--- config.mk ---
export PLATFORM = sky130hd
export DESIGN_NAME = peterson_filter_flat
export DESIGN_NICKNAME = d
export VERILOG_FILES = /design/src/rtl/peterson_pkg.sv /design/src/rtl/peterson_filter_if.sv /design/src/rtl/peterson_filter_blocked.sv /design/src/rtl/peterson_filter.sv /design/src/flat_wrapper.sv
export SDC_FILE = /design/constraint.sdc
export NUM_CORES = 1
export LEC_CHECK = 0
export BUFFER_PORTS_ARGS = -buffer_cell sky130_fd_sc_hd__buf_2
export CORE_MARGIN = 1
export CORE_UTILIZATION = 60
export CTS_BUF_LIST = sky130_fd_sc_hd__clkbuf_8 sky130_fd_sc_hd__clkbuf_16
export DETAILED_ROUTE_END_ITERATION = 16
export GPL_ROUTABILITY_DRIVEN = 1
export MAX_ROUTING_LAYER = met4
export PLACE_DENSITY = 0.84
export SETUP_SLACK_MARGIN = 0.02
export SYNTH_ARGS = -nofsm -noshare
export SYNTH_HDL_FRONTEND = slang
export SYNTH_HIERARCHICAL = 1
export SYNTH_SLANG_ARGS = --single-unit
export TNS_END_PERCENT = 20
--- constraint.sdc ---
create_clock -name clock -period 7.45 [get_ports clock]
set_clock_uncertainty 0.15 [all_clocks]
set_input_delay 0.745 -clock clock [delete_from_list [all_inputs] [get_ports clock]]
set_output_delay 0.745 -clock clock [all_outputs]
set_load 0.01 [all_outputs]
--- src/rtl/peterson_pkg.sv ---
// Shared types and helpers for the N-process filter (generalised Peterson) lock.
package peterson_pkg;

    typedef enum logic [2:0] {NCS, LVL, VIC, WAIT, CS, EXIT} loc_t;

    function automatic int unsigned popcount(input logic [31:0] v);
        int unsigned n;
        n = 0;
        for (int i = 0; i < 32; i++) n += {31'd0, v[i]};
        return n;
    endfunction

endpackage

--- src/rtl/peterson_filter_if.sv ---
// Scheduler-facing bundle of the filter lock: step select/pause in, per-process status out.
interface peterson_filter_if #(parameter int NPROC = 4);
    localparam int PW = $clog2(NPROC);

    logic [PW-1:0]    select;
    logic             pause;
    logic [NPROC-1:0] in_cs;
    logic [NPROC-1:0] waiting;
    logic             mutex_err;

    modport master (output select, pause, input in_cs, waiting, mutex_err);
    modport slave  (input select, pause, output in_cs, waiting, mutex_err);
endinterface

--- src/rtl/peterson_filter_blocked.sv ---
// Wait condition of one filter level: the stepping process is the victim and some
// other process sits at or above its target level.
module filter_blocked #(
    parameter int  NPROC = 4,
    localparam int PW    = $clog2(NPROC)
) (
    input  logic [NPROC-1:0][PW-1:0] i_level,
    input  logic [PW-1:0]            i_victim_cur,
    input  logic [PW-1:0]            i_s,
    input  logic [PW-1:0]            i_cur,
    output logic                     o_blocked
);
    logic w_others;

    always_comb begin
        w_others = 1'b0;
        for (int k = 0; k < NPROC; k++)
            if (k != int'(i_s) && i_level[k] >= i_cur) w_others = 1'b1;
        o_blocked = (i_victim_cur == i_s) && w_others;
    end
endmodule

--- src/rtl/peterson_filter.sv ---
// Filter lock: NPROC processes climb NPROC-1 victim-guarded levels, one step per clock.
// Define PETERSON_MUTEX_CHECK_EN to build the sticky mutual-exclusion checker.
module peterson_filter
    import peterson_pkg::*;
#(
    parameter int  NPROC = 4,
    localparam int PW    = $clog2(NPROC)
) (
    input logic               clock,
    input logic               reset,
    peterson_filter_if.slave  bus
);
    loc_t [NPROC-1:0]          r_pc, w_pc_nxt;
    logic [NPROC-1:0][PW-1:0]  r_cur, w_cur_nxt;
    logic [NPROC-1:0][PW-1:0]  r_level, w_level_nxt;
    logic [NPROC-1:0][PW-1:0]  r_victim, w_victim_nxt;   // entry 0 unused
    logic [NPROC-1:0]          r_in_cs, r_waiting;

    logic [PW-1:0] w_sel, w_s, w_cur, w_vic;
    logic          w_valid, w_blocked;

    assign w_sel   = bus.select;
    assign w_valid = int'(w_sel) < NPROC;
    // Out-of-range selects are clamped to a legal index only to keep lookups in bounds;
    // w_valid suppresses every update in that case.
    assign w_s     = w_valid ? w_sel : '0;
    assign w_cur   = r_cur[w_s];
    assign w_vic   = r_victim[w_cur];

    filter_blocked #(.NPROC(NPROC)) u_blocked (
        .i_level      (r_level),
        .i_victim_cur (w_vic),
        .i_s          (w_s),
        .i_cur        (w_cur),
        .o_blocked    (w_blocked)
    );

    always_comb begin
        w_pc_nxt     = r_pc;
        w_cur_nxt    = r_cur;
        w_level_nxt  = r_level;
        w_victim_nxt = r_victim;
        if (w_valid) begin
            case (r_pc[w_s])
                NCS:  if (!bus.pause) begin
                          w_pc_nxt[w_s]  = LVL;
                          w_cur_nxt[w_s] = PW'(1);
                      end
                LVL:  begin
                          w_level_nxt[w_s] = w_cur;
                          w_pc_nxt[w_s]    = VIC;
                      end
                VIC:  begin
                          w_victim_nxt[w_cur] = w_s;
                          w_pc_nxt[w_s]       = WAIT;
                      end
                WAIT: if (!w_blocked) begin
                          if (w_cur == PW'(NPROC - 1)) w_pc_nxt[w_s] = CS;
                          else begin
                              w_cur_nxt[w_s] = w_cur + PW'(1);
                              w_pc_nxt[w_s]  = LVL;
                          end
                      end
                CS:   if (!bus.pause) w_pc_nxt[w_s] = EXIT;
                EXIT: begin
                          w_level_nxt[w_s] = '0;
                          w_cur_nxt[w_s]   = PW'(1);
                          w_pc_nxt[w_s]    = NCS;
                      end
                default: ;
            endcase
        end
    end

    always_ff @(posedge clock) begin
        if (reset) begin
            for (int i = 0; i < NPROC; i++) begin
                r_pc[i]  <= NCS;
                r_cur[i] <= PW'(1);
            end
            r_level   <= '0;
            r_victim  <= '0;
            r_in_cs   <= '0;
            r_waiting <= '0;
        end else begin
            r_pc     <= w_pc_nxt;
            r_cur    <= w_cur_nxt;
            r_level  <= w_level_nxt;
            r_victim <= w_victim_nxt;
            for (int i = 0; i < NPROC; i++) begin
                r_in_cs[i]   <= (w_pc_nxt[i] == CS);
                r_waiting[i] <= (w_pc_nxt[i] == WAIT);
            end
        end
    end

    assign bus.in_cs   = r_in_cs;
    assign bus.waiting = r_waiting;

`ifdef PETERSON_MUTEX_CHECK_EN
    logic r_mutex_err;

    always_ff @(posedge clock) begin
        if (reset) r_mutex_err <= 1'b0;
        else       r_mutex_err <= r_mutex_err | (popcount(32'(r_in_cs)) > 32'd1);
    end

    assign bus.mutex_err = r_mutex_err;
`else
    assign bus.mutex_err = 1'b0;
`endif
endmodule

--- src/flat_wrapper.sv ---
// flat-port wrapper written by rule: the top's interface ports become plain ports
module peterson_filter_flat import peterson_pkg::*;
#(
    parameter int  NPROC = 4,
    localparam int PW    = $clog2(NPROC)
)
  (clock, reset, bus_select, bus_pause, bus_in_cs, bus_waiting, bus_mutex_err);
  peterson_filter_if #(.NPROC(NPROC)) bus_i ();
  input logic clock;
  input logic reset;
  input wire logic [$bits(bus_i.select)-1:0] bus_select;
  input wire logic [$bits(bus_i.pause)-1:0] bus_pause;
  output wire logic [$bits(bus_i.in_cs)-1:0] bus_in_cs;
  output wire logic [$bits(bus_i.waiting)-1:0] bus_waiting;
  output wire logic [$bits(bus_i.mutex_err)-1:0] bus_mutex_err;
  assign bus_i.select = bus_select;
  assign bus_i.pause = bus_pause;
  assign bus_in_cs = bus_i.in_cs;
  assign bus_waiting = bus_i.waiting;
  assign bus_mutex_err = bus_i.mutex_err;
  peterson_filter #(.NPROC(NPROC)) u_core (.clock(clock), .reset(reset), .bus(bus_i));
endmodule
-- Word level (Yosys, flattened, before mapping)
Cells that the tools add are included.
- flip-flop bits (word level): 44
- $add $sub $neg: 1
- $lt $le $gt $ge: 8
- eq/ne operators: 21
- bitwise gates (word level): 22
- mux-type cells: 29
- reductions and logical operators: 12
- operator list (operator ; count):
    case mux 12 bit (6 select lines) ; 1
    two-way mux 12 bit ; 4
    bitwise AND 8 bit ; 4
    inverter 8 bit ; 4
    bitwise mux 8 bit ; 3
    two-way mux 8 bit ; 3
    case mux 8 bit (3 select lines) ; 1
    == test 3 x 2 -> 1 bit, second input constant ; 6
    == test 3 bit, second input constant ; 6
    OR 4 bit ; 4
    OR 8 bit ; 2
    case mux 8 bit (2 select lines) ; 1
    bitwise AND 12 bit ; 1
    bitwise AND 4 bit ; 3
    inverter 12 bit ; 1
    inverter 4 bit ; 3
    binary-select mux 2 bit (select 2 bit) ; 2
    demux 2 bit (select 2 bit) ; 2
    greater-or-equal comparator 2 bit ; 4
    two-way mux 2 bit ; 4
    logical AND 1 bit ; 7
    binary-select mux 3 bit (select 2 bit) ; 1
    demux 3 bit (select 2 bit) ; 1
    less-than comparator 2 x 3 -> 1 bit, second input constant ; 2
    14 further kinds ; 23

-- Depth between registers and ports, before layout
- word-level depth: 12
- gate-level depth with buffers: 17

-- Hierarchy
The synthesis kept the hierarchy.
- by module, submodules not included (module ; times used ; cells each ; area each (um^2)):
    peterson_filter ; 1 ; 284 ; 2517.4
    filter_blocked ; 1 ; 29 ; 229.0

-- Least setup slack after synthesis
OpenSTA, ideal clock, no wires.
- kind: input to register
- from: in bus_select[1]
- to: reg u_core.r_waiting[0] (netlist: u_core/bus.waiting[0])
- path buffers: 2
- stages on the path: 15
- setup slack: 3.416 ns
- arrival time: 3.824 ns
- cells stage by stage: buf_2 > nand2b_1 > clkbuf_1 > o22ai_1 > a21oi_1 > inv_1 > ha_1 > or3b_2 > o221ai_1 > a31oi_1 > and2_1 > a22o_1 > o31a_1 > a311oi_2 > and3_1
- longest elaborated chain between the ends: 12
- elaborated cells on any way between the ends: 59
- those cells by class: order compare (6); eq/ne (11); mux (17); bitwise (17); reduce/logical (8)
- ends and longest elaborated chain (what ; line ; RTL):
    from (decl) ; flat_wrapper.sv:11 ; input wire logic [$bits(bus_i.select)-1:0] bus_select;
    binary-select mux 2 bit (select 2 bit) * ; peterson_filter.sv:27 ; assign w_cur = r_cur[w_s];
    two-way mux 2 bit (not written as such) * ; peterson_filter.sv:27 ;
    via u_core.w_cur[0] ; peterson_filter.sv:19 ; logic [PW-1:0] w_sel, w_s, w_cur, w_vic;
    greater-or-equal comparator 2 bit ; peterson_filter_blocked.sv:18 ; if (k != int'(i_s) && i_level[k] >= i_cur) w_others = 1'b1;
    logical AND 1 bit ; peterson_filter_blocked.sv:18 ;
    two-way mux 1 bit (4 in a row) ; peterson_filter_blocked.sv:18 ;
    logical AND 1 bit * ; peterson_filter_blocked.sv:19 ; o_blocked = (i_victim_cur == i_s) && w_others;
    via u_core.w_blocked ; peterson_filter.sv:20 ; logic w_valid, w_blocked;
    two-way mux 12 bit * ; peterson_filter.sv:57 ; WAIT: if (!w_blocked) begin
    case mux 12 bit (6 select lines) * ; peterson_filter.sv:44 ; case (r_pc[w_s])
    == test 3 x 2 -> 1 bit * ; peterson_filter.sv:92 ; r_waiting[i] <= (w_pc_nxt[i] == WAIT);
    to (signal, indexed assignment) ; peterson_filter.sv:92 ;
    to (decl) ; peterson_filter.sv:17 ; logic [NPROC-1:0] r_in_cs, r_waiting;
Mark *: on every way through the listed nets, which the timed path passes. The rest lies on a longest branch. The select of a mux whose other input is x is not followed.
A chain may end at the register's enable or synchronous reset.

-- Worst setup path in the final report
- from: in bus_select[0]
- to: reg u_core.r_waiting[0] (netlist: u_core/bus.waiting[0])
Same word-level chain as after synthesis.

==> impl_results.md <==
* CTS Buf Count at 5
* Max incr delay on CP at 0.46 ns
* PnR worst setup slack at 2.87 ns
* Cell chain of the critical path: buf_2 > nand2b_1 > o22ai_1 > a21oi_1 > inv_1 > ha_1 > or3b_2 > o221ai_1 > a31oi_1 > buf_4 > and2_1 > a22o_1 > o31a_1 > a311oi_2 > and3_1
* Post-CTS setup buffer count at 0
* Worst reg2reg path depth at 14
* Crit end category: flip-flop
* Total Routing Usage GR at 27.4%
* Yosys warning total at 6
* Die width at 69.7 um
* CTS tree: done
* Sequential share of the synthesized area at 32.1%
* Worst Setup SP: bus_select[0]
* Hold depth at 2
* Antenna Cells at 0
* Layout Utilization at 65.4%
* CTS H-Tree Depth at 2
* WL/cell at 16.6 um
* IO buf count at 12
* Via density per instance at 6.33
* Share of cells above drive strength 1 at 14.9%
* Layout Nets at 333
* Post-synth EDFFs at 0
* Die height at 69.7 um
* Avg Inst Size Synth at 8.77 um^2
* FP Rows at 24
* DRT Pass-1 Iters at 5
* Reg-to-reg endpoint: u_core/bus.waiting[0]
* Post-Synthesis Cells at 313
* Post-synthesis async set-or-reset flop share at 0%
* R2R setup slack at 3.73 ns
* Endpoints failing hold at 0
* Top Ports at 14
* Pre-CTS WS at 2.60 ns
* Area growth from synthesis to layout at 4.42%
* Die area at 4850 um^2
* Setup Crit Path Kind: in2reg
* RD Place Congestion at 0.943
* Worst Setup EP: u_core/bus.waiting[0]
* Worst Tran Pin Value at 0.677 ns
* Largest net degree at the start of global routing at 35
* Pint at 341 uW
* Total of max-cap violations at 0
* Post-cts resize count at 0
* Setup violations, final at 0
* Seq pwr share at 51.4%
* Vias in the first global route at 2049
* Synth Flop Type: dfxtp_1
* Switch share at 27.6%
* Peak Freq at 218 MHz
* Switch Pwr at 130 uW
* DR vias at 2330
* Residual DRC count at 0
* Post-Syn Area at 2750 um^2
* DRT iter0 DRCs at 284
* Worst-Skew Late Latency at 0.30 ns
* Worst setup SP type: input pin
* Logic pwr share at 15.9%
* Area after DPL at 2780 um^2
* Worst hold path type: reg2reg
* Syn nets at 331
* Final Cell Area at 2870 um^2
* Register clock-pin slew on the reported worst setup and hold paths at 0.08 ns
* Core outline area at 4380 um^2
* Slew headroom at 54.7%
* Maximum clock path buffer count at 2
* PwrDens at 164 nW/um^2
* Worst EP required at 7.55 ns
* Clock share of power at 32.8%
* CTS root buffer: clkbuf_8
* Synth cell types at 60
* Status: finished, final reports clean
* Worst r2r src: u_core/r_cur[2]
* Clk sinks at 44
* CP max stage cell: or3b_2
* Routed Antenna Nets at 0
* Worst EP arrival at 4.68 ns
* Initial Util at 62.6%
* Detailed Place HPWL at 4190 um
* Crit Path Max Fanout at 26
* DRT Wirelength at 6100 um
* Setup TNS at 0 ns
* Post-synthesis register bit count at 44
* Worst VDD drop at 0.000113 V
* Min Clock Period, post-route at 4.58 ns
* Post-layout total power at 471 uW
* Gr ovfl total at 0
* Initial antenna violation count at 0
* Final Slew Violations at 0
* RSZ-0062 raised after global routing: false
* First-pass GRT wire length at 10300 um
* Final period utilization at 61.5%
* Cell leakage power at 0.00111 uW
* Cts hold-fix bufs at 0
## layer usage
metal	global-route usage (%)	vias to the layer above	part of all wire, %
li1	-	1131	-
met1	37.9	1109	47
met2	39.6	73	46
met3	4.65	17	4.6
met4	11.3	0	2.3
met5	-	-	0
## worst max-delay path, delay by kind of cell
family | cells | cell delay [ns]
compound gates | 7 | 1.49
fa+ha+maj | 1 | 0.34
simple gates | 4 | 1.24
buf+inv | 3 | 0.86
## layout by cell type (no fill, tap or decap), drive strengths merged, types with 5 or more instances in the layout
| cell type | synthesis | final |
|---|---|---|
| a21oi | 17 | 17 |
| and2 | 10 | 10 |
| buf | 12 | 13 |
| clkbuf | 6 | 6 |
| dfxtp | 44 | 44 |
| ha | 13 | 13 |
| inv | 13 | 13 |
| mux2i | 19 | 19 |
| nand2 | 42 | 42 |
| nand2b | 6 | 6 |
| nand3 | 8 | 8 |
| nor2 | 26 | 26 |
| nor2b | 5 | 5 |
| nor3 | 8 | 8 |
| nor4 | 5 | 5 |
| o21ai | 6 | 6 |
## final cells by class
cell class,instances,area (um^2)
Multi-Input combinational cell,237,1710
Clock inverter,2,10.0
Inverter,14,52.6
Fill cell,361,1520
Tap cell,52,65.1
Sequential cell,44,881
Clock buffer,6,82.6
Timing Repair Buffer,13,67.6
## synthesized netlist by cell type, drive strengths merged (3+ instances only)
cell | n | area [um^2]
nor2b | 5 | 31.3
a211oi | 3 | 22.5
o22ai | 4 | 25.0
nand2 | 42 | 158
a21oi | 17 | 88.8
nor2 | 26 | 100
a221oi | 4 | 60.1
ha | 13 | 163
buf | 12 | 81.3
o31a | 4 | 35.0
nor4 | 5 | 37.5
mux2i | 19 | 190
nor3b | 4 | 35.0
dfxtp | 44 | 881
nand3 | 8 | 40.0
nor3 | 8 | 40.0
inv | 13 | 48.8
nand2b | 6 | 37.5
mux2 | 4 | 45.0
o22a | 3 | 26.3
or3 | 3 | 23.8
o221ai | 4 | 35.0
clkbuf | 6 | 22.5
o21ai | 6 | 30.0
and2 | 10 | 62.6
mux4 | 4 | 90.1
## how the worst min path moves through the flow
| stage | startpoint | to | slack (ns) |
|---|---|---|---|
| 5_1_grt | u_core/r_cur[5] | u_core/r_cur[5] | 0.33 |
| 2_1_floorplan | u_core/r_cur[3] | u_core/r_cur[3] | 0.28 |
| 3_3_place_gp | u_core/r_victim[4] | u_core/r_victim[4] | 0.29 |
| 3_5_place_dp | u_core/r_victim[7] | u_core/r_victim[7] | 0.30 |
| 6_report | u_core/r_victim[7] | u_core/r_victim[7] | 0.31 |
| 4_1_cts | u_core/r_victim[7] | u_core/r_victim[7] | 0.31 |
## sequential cells by signal, summed over array words and instances, names as in the netlist
name / cells
u_core/bus.waiting: 4
u_core/r_level: 8
u_core/bus.in_cs: 4
u_core/r_victim: 8
u_core/r_pc: 12
u_core/r_cur: 8
## logic make-up after synthesis
group	count (synthesis)	share of synthesized area, %
fa+ha+maj	13	5.92
compound gates	63	17.6
simple gates	131	26.1
other cells	1	0.137
mux	27	11.8
buf+inv	32	5.69
xor+xnor	2	0.638
flops	44	32.1
## power groups by stage
stage	sequential (uW)	clock (uW)	combinational, uW
after CTS	242	157	73.3
after detailed placement	247	0	73.0
after floorplan	246	0	59.8
final	242	154	74.7
after global placement	247	0	70.9
after global routing	243	166	82.0
## through the flow
| stage | hold slack (ns) | cells |
|---|---|---|
| after floorplan | 0.282 | 313 |
| after global placement | 0.293 | 360 |
| after detailed placement | 0.303 | 360 |
| after CTS | 0.315 | 368 |
| after global routing | 0.330 | 368 |
| final | 0.314 | 368 |
(Power assumes the default switching activity.)
